<file path="config.mk">
export PLATFORM = sky130hd
export DESIGN_NAME = counter_updown_mod
export DESIGN_NICKNAME = d
export VERILOG_FILES = /design/src/rtl/counter_pkg.sv /design/src/rtl/tick_divider.sv /design/src/rtl/counter_updown_mod.sv
export SDC_FILE = /design/constraint.sdc
export NUM_CORES = 1
export LEC_CHECK = 0
export ABC_AREA = 1
export BUFFER_PORTS_ARGS = -buffer_cell sky130_fd_sc_hd__buf_2
export CAP_MARGIN = 5
export CORE_AREA = 2 2 44 46
export CTS_BUF_LIST = sky130_fd_sc_hd__clkbuf_8
export DETAILED_ROUTE_END_ITERATION = 16
export DIE_AREA = 0 0 46 48
export GPL_ROUTABILITY_DRIVEN = 1
export GPL_TIMING_DRIVEN = 0
export HOLD_SLACK_MARGIN = 0.1
export PLACE_DENSITY = 0.82
export SYNTH_ARGS = -nofsm -noshare
export SYNTH_HDL_FRONTEND = slang
export SYNTH_SLANG_ARGS = --single-unit
</file>
<file path="constraint.sdc">
create_clock -name clock -period 2.4 [get_ports clock]
set_input_delay 0.24 -clock clock [delete_from_list [all_inputs] [get_ports clock]]
set_output_delay 0.24 -clock clock [all_outputs]
set_load 0.01 [all_outputs]
</file>
<file path="src/rtl/counter_pkg.sv">
// Shared types and helpers for the up/down counter and its prescaler.
package counter_pkg;

   // Behaviour when the count runs past either end of its range.
   typedef enum logic {
      MODE_WRAP = 1'b0,
      MODE_SAT  = 1'b1
   } cnt_mode_t;

   // Register width for a prescaler that counts 0..value-1; never below one bit.
   function automatic int clog2_min1(input int value);
      int w;
      w = $clog2(value);
      return (w < 1) ? 1 : w;
   endfunction

endpackage

</file>
<file path="src/rtl/tick_divider.sv">
// Prescaler: counts enabled cycles 0..PRESCALE-1 and raises tick on the last one.
// With PRESCALE=1 the tick is constantly high and no register is built.
module tick_divider
   import counter_pkg::*;
#(
   parameter int PRESCALE = 1
) (
   input  logic clock,
   input  logic reset_n,
   input  logic clear,
   input  logic enable,
   output logic tick
);

   generate
      if (PRESCALE <= 1) begin : g_bypass
         // Inputs are irrelevant when every enabled cycle is a step.
         logic unused_inputs;
         assign unused_inputs = ^{clock, reset_n, clear, enable};
         assign tick = 1'b1;
      end else begin : g_div
         localparam int W = clog2_min1(PRESCALE);
         localparam logic [W-1:0] LAST = W'(PRESCALE - 1);

         logic [W-1:0] pre_q;
         logic [W-1:0] pre_d;

         // Next prescaler value: clear wins, otherwise advance on enable and wrap at LAST.
         always_comb begin
            pre_d = pre_q;
            if (clear) begin
               pre_d = '0;
            end else if (enable) begin
               pre_d = (pre_q == LAST) ? '0 : pre_q + W'(1);
            end
         end

         // Prescaler state register.
         always_ff @(posedge clock or negedge reset_n) begin
            if (!reset_n) begin
               pre_q <= '0;
            end else begin
               pre_q <= pre_d;
            end
         end

         assign tick = (pre_q == LAST);
      end
   endgenerate

endmodule

</file>
<file path="src/rtl/counter_updown_mod.sv">
// Up/down counter with runtime modulus, wrap/saturate mode, prescaler and
// cascade carry. Chain stages by feeding carry_out into the next enable.
module counter_updown_mod
   import counter_pkg::*;
#(
   parameter int N        = 4,
   parameter int PRESCALE = 1
) (
   input  logic         clock,
   input  logic         reset_n,
   input  logic         clear,
   input  logic         load,
   input  logic [N-1:0] load_value,
   input  logic         enable,
   input  logic         dec,
   input  cnt_mode_t    mode,
   input  logic [N-1:0] max_value,
   output logic [N-1:0] count,
   output logic         tc,
   output logic         carry_out,
   output logic         boundary_hit
);

   logic         tick;
   logic         step;
   logic         presc_clear;
   logic         tc_raw;
   logic [N-1:0] count_q;
   logic [N-1:0] count_d;
   logic [N-1:0] up_next;
   logic [N-1:0] down_next;
   logic [N-1:0] load_clamped;
   logic         boundary_q;
   logic         boundary_d;

   // Clear and load both restart the prescaler so the first step lands P enabled edges later.
   assign presc_clear = clear | load;

   tick_divider #(
      .PRESCALE(PRESCALE)
   ) u_tick (
      .clock   (clock),
      .reset_n (reset_n),
      .clear   (presc_clear),
      .enable  (enable),
      .tick    (tick)
   );

   assign step = enable & tick;

   // Terminal count: at the end of the range in the current direction.
   assign tc_raw = dec ? (count_q == '0) : (count_q >= max_value);

   // Candidate values for a step in each direction, handling wrap/saturate and a lowered modulus.
   always_comb begin
      up_next   = count_q;
      down_next = count_q;
      if (count_q < max_value) begin
         up_next = count_q + N'(1);
      end else if (mode == MODE_SAT) begin
         up_next = max_value;
      end else begin
         up_next = '0;
      end
      if (count_q > max_value) begin
         down_next = max_value;
      end else if (count_q == '0) begin
         down_next = (mode == MODE_WRAP) ? max_value : '0;
      end else begin
         down_next = count_q - N'(1);
      end
   end

   // Loaded values never exceed the current range.
   assign load_clamped = (load_value > max_value) ? max_value : load_value;

   // Next count by priority: clear, load, step, hold.
   always_comb begin
      count_d = count_q;
      if (clear) begin
         count_d = '0;
      end else if (load) begin
         count_d = load_clamped;
      end else if (step) begin
         count_d = dec ? down_next : up_next;
      end
   end

   // A step taken at terminal count flags a boundary, unless clear/load overrides the step.
   assign boundary_d = step & tc_raw & ~clear & ~load;

   // Count and boundary event registers.
   always_ff @(posedge clock or negedge reset_n) begin
      if (!reset_n) begin
         count_q    <= '0;
         boundary_q <= 1'b0;
      end else begin
         count_q    <= count_d;
         boundary_q <= boundary_d;
      end
   end

   // Outputs read zero while reset is held, including the combinational ones.
   assign count        = count_q;
   assign tc           = reset_n & tc_raw;
   assign carry_out    = reset_n & step & tc_raw;
   assign boundary_hit = boundary_q;

endmodule

</file>
==> impl_metrics.yaml <==
status:
  outcome: "complete, no violations"
final_layout:
  nets: 204
  final_cells: 195
  final_common_cell: "nand2_1"
  num_antenna_cells: 0
  area_growth_pct: 22.72
  drive_gt1_share_pct: 17.98
  layout_common_cells: "55 x nand2_1, 23 x inv_1, 21 x buf_2"
power:
  sw_frac_of_total_pct: 43.44
  combPwrFrac_pct: 50.2
  powerDensity_nw_per_um2: 538.0
  p_leak_nw: 0.6433
  ir_worst_vdd_v: 0.0002544
  p_seq_share_pct: 21.3
  internal_power_w: 0.0003125
  p_total_w: 0.0005526
  p_switching_w: 0.0002401
  p_clk_share_pct: 28.5
clock_tree:
  clk_pin_slew_ns: 0.04
  cts-root-buf: "clkbuf_8"
  clock_sinks: 5
  numCtsBuffers: 3
  cts_tree: "built"
  clkLatencyLatePin_ns: 0.23
  ctsHtreeMaxLevel: 1
  clockBufferDepth: 2
yosys:
  yosys_warnings: 0
  synth_area_um2: 837.1
  netlist_instances: 152
  syn_nets: 177
  synth-seq-area-share_pct: 14.95
  ys_types: 16
  syn-mean-instance-area_um2: 5.507
  synth_seq_cells: 5
sta:
  rsz0062_at_grt: "false"
  clock_skew_ns: 0.002961
  hold_viol: 0
  fmax_mhz: 441.9
  slew_headroom_pct: 81.38
  worstMarginPinSlew_ns: 0.2783
  post-route-period-util_pct: 94.29
  setup_viol: 0
  setup_ws_ns: 0.1369
  maxSlewViolCount: 0
  period_needed_ns: 2.263
  setup_tns_ns: 0
drt:
  wl_um: 2150
  drc: 0
  ant_nets: 0
  wl_per_cell_um: 11.03
  vias: 1029
  dr.pass1.iters: 4
  via_per_inst: 5.277
  initialDrtViolationCount: 29
global_route:
  antenna_found_initial: 0
  grt.total_usage_pct: 23.05
  grt_pass1_wl_um: 3657
  grt_pass1_vias: 939
  grt_max_degree: 11
  overflow: 0
floorplan:
  coreArea_um2: 1689
  ios: 22
  die_h_um: 48
  die-width_um: 46
  floorplan.initialDensity_pct: 49.56
  row_count: 15
  dieArea_um2: 2208
worst_setup_path:
  start_kind: "flop"
  critPathMaxFanout: 10
  critPathCaptureType: "primary output"
  crit_arrival_ns: 2.02
  worstSetupPathType: "reg2out"
  worstPathRequired_ns: 2.16
placement:
  place_ws_ns: 0.3595
  numPlacedInstances: 190
  portBuffers: 21
  dp_hpwl_um: 1780
  gp_congestion: 0.8997
worst_hold_path:
  worst_hold_path_type: "in2reg"
flow_run:
  maxCapViolCount: 0
cell usage after synthesis, drive strengths merged:
master  instances  share of area [%]
xor2            1                1.0
a21oi           3                1.8
inv            23                 10
a21boi          3                2.7
or2             1               0.75
xnor2           1                1.0
o21ai           8                4.8
ha             10                 15
dfrtp           5                 15
nand3          20                 12
nand2          58                 27
nor2           19                8.8
cell families (layout without fill, tap and decap cells):
family | after synthesis | after routing | share of synthesized area, %
AOI/OAI and AO/OA | 14 | 14 | 9.267
xor gates and xnor gates | 2 | 2 | 2.093
adders and majority gates | 10 | 10 | 14.95
buffers and inverters | 23 | 49 | 10.31
DFF | 5 | 5 | 14.95
and+or+nand+nor | 98 | 98 | 48.43
what timing repair did:
action	in CTS	in global routing
endpoints found under the hold margin	5	0
buffers inserted	0	0
resized for setup	0	4
setup endpoints to repair	0	1
hold buffers	1	0
worst max-delay path, stage by stage (launching register included):
cell and delay, ns:
dfrtp_2 0.46, ha_1 0.32, a21oi_1 0.25, nand2_4 0.14, inv_2 0.11, nand3_1 0.07
o21ai_0 0.12, inv_1 0.07, nand2_1 0.08, nor2_1 0.04, buf_2 0.13
sequential cells by signal, indices dropped and copies added, names as in the netlist:
signal	flops
boundary_hit	1
count	4
stage by stage:
step	instance area (µm²)	util, %	hold WS (ns)
after global routing	1027	60.81	0.2900
after floorplan	837.1	-	-0.05559
after detailed placement	963.4	57.04	0.06091
final	1027	60.81	0.2717
after global placement	963.4	57.04	0.05722
after CTS	1018	60.30	0.2720
worst paths after layout:
path | startpoint | to | slack [ns] | cells past startpoint
worst min register to register | count[0] | count[0] | 0.57 | 2
worst max register to register | count[3] | count[3] | 0.62 | 11
worst max-delay path | count[3] | carry_out | 0.14 | 10
worst min-delay path | clear | boundary_hit | 0.27 | 4
max in group asynchronous | reset_n | count[2] | 1.90 | 2
min in group asynchronous | reset_n | count[1] | 0.35 | 2
area by class of cell:
class / count / area [µm²]
flip-flops and latches: 5 / 128.9
clock buffers: 3 / 41.29
repair buffers: 22 / 115.1
inverters: 23 / 86.33
clock inverters: 1 / 3.754
well taps: 17 / 21.27
fillers: 190 / 661.9
multi-input cells: 124 / 630.6
power by group through the flow:
stage | clock network (W) | registers [W] | logic, W
6_report | 0.000158 | 0.000118 | 0.000277
5_1_grt | 0.000164 | 0.000120 | 0.000325
4_1_cts | 0.000158 | 0.000116 | 0.000276
3_5_place_dp | 0 | 0.000117 | 0.000272
3_3_place_gp | 0 | 0.000117 | 0.000261
2_1_floorplan | 0 | 0.000116 | 0.000194
per-layer routing:
metal  track usage, %  routed length [µm]
met5                0                   0
met1            27.03                 949
met3            2.264                 106
met4            10.29                  53
met2            42.22                1040
Power figures use the tool's default switching activity.
